$ cat src/rtl/mp_add_sequencer.sv
// rtl/mp_add_sequencer.sv - multi-precision add sequenced through one registered W-bit adder slice per cycle.
// Optional subtract mode (req_sub port) when MP_ADD_SUB_EN is defined.
module mp_add_sequencer #(
  parameter int W     = 64,
  parameter int WORDS = 4
) (
  input  logic               clock,
  input  logic               reset,
  input  logic               req_valid,
  output logic               req_ready,
  input  logic [W*WORDS-1:0] req_a,
  input  logic [W*WORDS-1:0] req_b,
  input  logic               req_cin,
`ifdef MP_ADD_SUB_EN
  input  logic               req_sub,
`endif
  output logic               rsp_valid,
  input  logic               rsp_ready,
  output logic [W*WORDS-1:0] rsp_sum,
  output logic               rsp_cout,
  output logic [W-1:0]       add_a,
  output logic [W-1:0]       add_b,
  output logic               add_cin,
  input  logic [W-1:0]       add_s,
  input  logic               add_cout
);

  localparam int IW = (WORDS > 1) ? $clog2(WORDS) : 1;
  localparam logic [IW-1:0] IDX_LAST = IW'(WORDS - 1);

  localparam logic [1:0] S_IDLE  = 2'd0;
  localparam logic [1:0] S_RUN   = 2'd1;
  localparam logic [1:0] S_DRAIN = 2'd2;
  localparam logic [1:0] S_DONE  = 2'd3;

  logic [1:0]         state_q, state_d;
  logic [IW-1:0]      idx_q, idx_d;
  logic [W*WORDS-1:0] opa_q, opa_d;
  logic [W*WORDS-1:0] opb_q, opb_d;
  logic               cin_q, cin_d;
  logic [W*WORDS-1:0] sum_q, sum_d;
  logic               cout_q, cout_d;

  always_comb begin
    state_d = state_q;
    idx_d   = idx_q;
    opa_d   = opa_q;
    opb_d   = opb_q;
    cin_d   = cin_q;
    sum_d   = sum_q;
    cout_d  = cout_q;
    case (state_q)
      S_IDLE: begin
        if (req_valid) begin
          opa_d = req_a;
`ifdef MP_ADD_SUB_EN
          opb_d = req_sub ? ~req_b : req_b;
          cin_d = req_sub | req_cin;
`else
          opb_d = req_b;
          cin_d = req_cin;
`endif
          idx_d   = '0;
          sum_d   = '0;
          cout_d  = 1'b0;
          state_d = S_RUN;
        end
      end
      S_RUN: begin
        // The adder output seen now belongs to the slice issued one cycle earlier.
        for (int i = 1; i < WORDS; i++) begin
          if (int'(idx_q) == i) sum_d[(i-1)*W +: W] = add_s;
        end
        idx_d = idx_q + 1'b1;
        if (idx_q == IDX_LAST) begin
          idx_d   = '0;
          state_d = S_DRAIN;
        end
      end
      S_DRAIN: begin
        sum_d[(WORDS-1)*W +: W] = add_s;
        cout_d  = add_cout;
        state_d = S_DONE;
      end
      S_DONE: begin
        if (rsp_ready) state_d = S_IDLE;
      end
      default: state_d = S_IDLE;
    endcase
  end

  always_comb begin
    add_a   = '0;
    add_b   = '0;
    add_cin = 1'b0;
    if (state_q == S_RUN) begin
      for (int i = 0; i < WORDS; i++) begin
        if (int'(idx_q) == i) begin
          add_a = opa_q[i*W +: W];
          add_b = opb_q[i*W +: W];
        end
      end
      // Slice 0 takes the latched carry so stale adder state never leaks in.
      add_cin = (idx_q == '0) ? cin_q : add_cout;
    end
  end

  always_ff @(posedge clock or negedge reset) begin
    if (!reset) begin
      state_q <= S_IDLE;
      idx_q   <= '0;
      opa_q   <= '0;
      opb_q   <= '0;
      cin_q   <= 1'b0;
      sum_q   <= '0;
      cout_q  <= 1'b0;
    end else begin
      state_q <= state_d;
      idx_q   <= idx_d;
      opa_q   <= opa_d;
      opb_q   <= opb_d;
      cin_q   <= cin_d;
      sum_q   <= sum_d;
      cout_q  <= cout_d;
    end
  end

  assign req_ready = (state_q == S_IDLE);
  assign rsp_valid = (state_q == S_DONE);
  assign rsp_sum   = sum_q;
  assign rsp_cout  = cout_q;

endmodule

$ cat config.mk
export PLATFORM = sky130hd
export DESIGN_NAME = mp_add_sequencer
export DESIGN_NICKNAME = d
export VERILOG_FILES = /design/src/rtl/mp_add_sequencer.sv
export SDC_FILE = /design/constraint.sdc
export NUM_CORES = 2
export LEC_CHECK = 0
export BUFFER_PORTS_ARGS = -buffer_cell sky130_fd_sc_hd__buf_2
export CORE_AREA = 2 2 375 377
export CTS_BUF_LIST = sky130_fd_sc_hd__clkbuf_2
export DETAILED_ROUTE_END_ITERATION = 7
export DIE_AREA = 0 0 377 379
export PLACE_DENSITY = 0.4
export SLEW_MARGIN = 15
export SYNTH_ARGS = -nofsm -noshare
export SYNTH_HDL_FRONTEND = slang
export SYNTH_SLANG_ARGS = --single-unit
$ cat constraint.sdc
create_clock -name clock -period 5.2 [get_ports clock]
set_input_delay 0.78 -clock clock [delete_from_list [all_inputs] [get_ports clock]]
set_output_delay 0.78 -clock clock [all_outputs]
set_load 0.05 [all_outputs]
==> results.txt, run 1 <==
The flow did not finish. The last stage reached is clock tree synthesis. The tool reported: "[ERROR RSZ-0060] Max buffer count reached". Routability-driven placement finished with a final weighted congestion of ~0.78. Once the floorplan was initialized, standard cells occupied a little under a quarter of the core. The count of hold buffers inserted by post-cts repair is 1083. The synthesized instance count is roughly 2300. The distinct cell type count of the synthesized netlist came out at 32. The die width came out at about 380 um.

Each instance of the synthesized netlist takes up on average roughly 14 um^2. During placement, the flow inserted port buffers numbering approximately 970. In this run the post-CTS setup repair buffer count came out at 13. The clock passes through at most 3 buffers. The number of nets in the synthesized netlist came out at 2934. The y dimension of the die is around 380 um. The portion of synthesized cell area occupied by the leading cell type came out at 59.7%.

Row generation in the floorplan step produced 137 rows. In the post-synthesis netlist, the biggest area contributors are dfrtp_1 (60%), mux2_2 (24%), o21ai_0 (3.9%), a221oi_1 (3.4%), a22o_1 (1.8%). The count of H-tree levels built during CTS came out at 4. The warning count from the yosys run came out at 0. The count of instances resized after the clock tree is built came out at 16. The sequential-to-total area share from yosys stat is roughly three fifths. The I/O pin count is between 900 and 1000. The number of buffers created by CTS is 220. The half-perimeter wire length after placement is between 90000 and 100000 um. Of all cell types, the one taking the most synthesized area is dfrtp_1. The register bit total from synthesis came out at around 770. The root buffer cell chosen for the clock tree is clkbuf_2. The total number of clock tree sinks is between 700 and 800. The cell area that synthesis handed to floorplanning was 0.0324 mm^2.
==> Yosys cell counts, drive strengths merged <==
master	n
a21o	1
a21oi	3
a221oi	127
a22o	65
a31oi	2
a32o	1
and2	67
and2b	1
buf	90
clkbuf	91
dfrtp	774
ha	9
inv	8
mux2	706
mux2i	3
nand2	128
nand3	1
nor2	3
nor2b	3
nor3	1
nor3b	1
o21ai	257
or2b	1
==> kinds of logic after synthesis <==
| family | count (synthesis) | synth area share [%] |
|---|---|---|
| muxes | 709 | 24.7 |
| AOI/OAI and AO/OA | 456 | 9.36 |
| buffers and inverters | 189 | 2.91 |
| adders and majority gates | 9 | 0.347 |
| and+or+nand+nor | 206 | 2.99 |
| DFF | 774 | 59.7 |
==> per-stage QoR <==
step | std cells | setup slack (ns) | instance area, um^2 | util [%] | hold WS [ns]
3_5_place_dp | 4997 | 1.06 | 39300 | 28.3 | 0.469
3_3_place_gp | 4997 | 1.07 | 39300 | 28.3 | 0.463
2_1_floorplan | 2343 | 1.75 | 32400 | - | 0.475
==> run 2: changes to the inputs <==
Settings changed: CORE_AREA 2 2 375 377 to 2 2 374 376, CTS_BUF_LIST sky130_fd_sc_hd__clkbuf_2 to default, DIE_AREA 0 0 377 379 to 0 0 376 378, PLACE_DENSITY 0.4 to default, PLACE_DENSITY_LB_ADDON from default to 0.15.
==> run 2 against run 1 <==
Effect of this change: the flow now finishes without violations; synthesized cell count is the same; synthesized area is the same.
==> results.txt, run 2 <==
The library cells used most frequently in the layout, excluding fill and tap cells, are buf_2 (968), dfrtp_1 (774), mux2_2 (689), o21ai_0 (254), nand2_1 (128). Top cells by instance count after synthesis: dfrtp_1 (774), mux2_2 (689), o21ai_0 (254) (unchanged). The overall power consumption came out at roughly 0.031 W. The summed instance area of the synthesized netlist is 0.0324 mm^2 (unchanged).

The number of violations reported at the end of detailed-routing iteration 0 came out at approximately 1200. The fraction of layout instances using a drive strength above 1 came out at 55.7%. The worst setup path is captured at a primary output. The time the worst path needs with I/O delays and setup came out at around 4.3 ns. The worst-path maximum fanout is 47. The distinct cell type count of the synthesized netlist came to 32 (unchanged). The endpoint required time on the critical path is roughly 4.4 ns. In the final timing run, aggregate negative setup slack is 0 ns.

The count of H-tree levels built during CTS is 3 (was 4). The path class of the tightest hold or removal check is in2async. The leading cell type by number of instances after synthesis was dfrtp_1 (unchanged). The final cycle utilization of the critical path came out at 83.2%. The post-placement cell area came out at 0.0392 mm^2 (was 0.0393 mm^2). The total of fill cells in the finished design is between 10000 and 15000. The first detailed-routing pass ran for 5 iterations. Setup repair after global routing left no endpoint under its margin. The final layout contains routed wiring with a total length of 131000 um. The I/O pin count is 970 (unchanged). The core area is around 0.14 mm^2. The worst setup path category is reg2out. The initial antenna violation count is 90. The effective utilization at floorplan came out at 23.4% (about the same). The TritonCTS clock tree is done. The number of enable-type register cells in the synthesized netlist came to 0 (unchanged). The peak supply drop came out at 0.000363 V.

The number of pins exceeding their max-slew limit in the final report is 0. The via count of the first global-routing pass is between 20000 and 30000. The register bit total from synthesis is 774 (unchanged).

The number of buffers created by CTS came out at 95 (was 220). The count of hold buffers inserted by post-cts repair is 0 (was 1083). The prevailing post-synth register cell is dfrtp_1 (unchanged). The global placer's final weighted congestion was 0.788 (was 0.783). Across the run, the number of max-cap violations was 0.

The half-perimeter wire length after placement is 92700 um (was 93800 um). The y dimension of the die is 378 um (was 379 um). The clock insertion delay at the later pin of the skew report came out at 0.70 ns.

The wire length of the first global-routing pass is between 150000 and 200000 um. The final number of hold-violating endpoints is 0. The number of buffers inserted to repair setup after CTS is 0 (was 13). The mean number of vias per cell is 4.59. The power density over the cells came out at between 700 and 800 mW/mm^2. The final standard cell area without fillers is 0.0426 mm^2. The count of instances resized after the clock tree is built is 0 (was 16). Outcome: completed (was stopped before the end). The sequential-to-total area share from yosys stat came out at 59.7% (unchanged). Entering global routing, the biggest net connects approximately 140 pins. The die width was 376 um (was 377 um). The floorplan step defined a die boundary enclosing 0.142 mm^2. The portion of synthesized cell area occupied by the leading cell type is 59.7% (unchanged). For the pin with the worst max-slew slack, the measured transition is 1.11 ns. The number of nets in the synthesized netlist is 2934 (unchanged). Leaving out fill and tap cells, the most frequent cell in the layout is buf_2. The residual overflow from global routing came out at 0. The area growth from synthesis to layout came out at 31.4%. The arrival time reported for the critical path endpoint is between 3 and 4 ns.

STA classifies the critical path startpoint as a flip-flop. The vias after detailed routing came out at approximately 24000. The remaining number of nets flagged by the antenna check after routing is 0. The standard-cell row count came out at 137 (unchanged).

The final worst clock skew came out at 0.0261 ns. The total track usage is roughly 18%. The async set or reset register ratio after synthesis was 100% (unchanged). Summed over all cells, the static leakage comes to a little under 20 nW. Cell types occupying the most area after synthesis: dfrtp_1 (60%), mux2_2 (24%), o21ai_0 (3.9%), a221oi_1 (3.4%), a22o_1 (1.8%) (unchanged). The CTS root buffer was clkbuf_16 (was clkbuf_2). The routed wirelength normalized by instance count is around 25 um. The number of buffers between clock root and the deepest sink came out at 3 (unchanged). The remaining routing DRC violations is 0. The total number of clock tree sinks came out at 774 (unchanged). Timing would allow up to roughly 230 MHz. The mean instance size in the synthesized netlist is 13.8 um^2 (unchanged). The synthesized instance count came out at 2343 (unchanged). The clock-pin slew of the registers on the worst-case setup and hold paths came out at approximately 0.060 ns.

The final layout contains 3864 nets. The cell type contributing the most total cell area after synthesis is dfrtp_1 (unchanged). The warning count from the yosys run came to 0 (unchanged). In this run the tightest slew margin relative to its limit is roughly a quarter. The number of buffers inserted by port buffering is 969 (unchanged). The setup-violating endpoint count in the final report came out at 0. The share of the core filled with cells is between 30% and 40%.
## run 2: worst paths after layout
path / slack (ns) / cells after the start / to / start
max: 0.87 / 7 / add_b[49] / idx_q[1]$_DFFE_PN0P_
min: 0.18 / 1 / rsp_sum[117]$_DFFE_PN0P_ / reset
max reg2reg: 1.88 / 7 / rsp_sum[154]$_DFFE_PN0P_ / state_q[1]$_DFFE_PN0P_
min reg2reg: 0.48 / 1 / rsp_sum[137]$_DFFE_PN0P_ / rsp_sum[137]$_DFFE_PN0P_
max in group asynchronous: 3.81 / 2 / opb_q[57]$_DFFE_PN0P_ / reset
min in group clock: 0.30 / 2 / rsp_sum[215]$_DFFE_PN0P_ / add_s[23]
## run 2: layout make-up
type	count	area, um^2	share of cell area (%)
Antenna cell	42	105	0.247
Clock buffer	149	2910	6.84
Clock inverter	26	330	0.775
Inverter	8	32.5	0.0764
Multi-Input combinational cell	1380	12200	28.6
Sequential cell	774	19400	45.5
Tap cell	1807	2260	5.31
Timing Repair Buffer	1014	5410	12.7
## run 2: logic make-up after synthesis
kind of cell	Yosys count	synth area share [%]
muxes	709	24.7
DFF	774	59.7
and+or+nand+nor	206	2.99
buffers and inverters	189	2.91
adders and majority gates	9	0.347
AOI/OAI and AO/OA	456	9.36
## run 2: per-stage QoR
step / setup WS, ns / hold slack, ns / std cells
after floorplan: 1.75 / 0.475 / 2343
after global placement: 1.57 / 0.465 / 4983
after detailed placement: 1.56 / 0.474 / 4983
after CTS: 0.774 / 0.143 / 5158
after global routing: 0.690 / 0.176 / 5186
final: 0.874 / 0.175 / 5200
## run 2: per-layer routing
| layer | global-route usage, % | routed length (um) |
|---|---|---|
| met5 | 0 | 276 |
| met4 | 7.44 | 4360 |
| met2 | 28.9 | 62300 |
| met1 | 22.0 | 54200 |
| met3 | 5.79 | 9970 |
## run 2: power breakdown
group	internal (W)	leakage, nW	switching (W)
combinational	0.00490	8.63	0.00877
sequential	0.00881	9.52	0.00156
clock	0.00411	1.60	0.00279
total	0.0178	19.8	0.0131
## run 2: worst max-delay path, cell delays in order, from the launching register on
cell and delay, ns:
dfrtp_1 0.42, inv_1 0.11, ha_4 0.38, nor2b_4 0.63, buf_12 0.33, a221oi_1 0.12, o21ai_0 0.44, buf_2 0.35
Note: power is estimated with default switching activity, not from simulation.
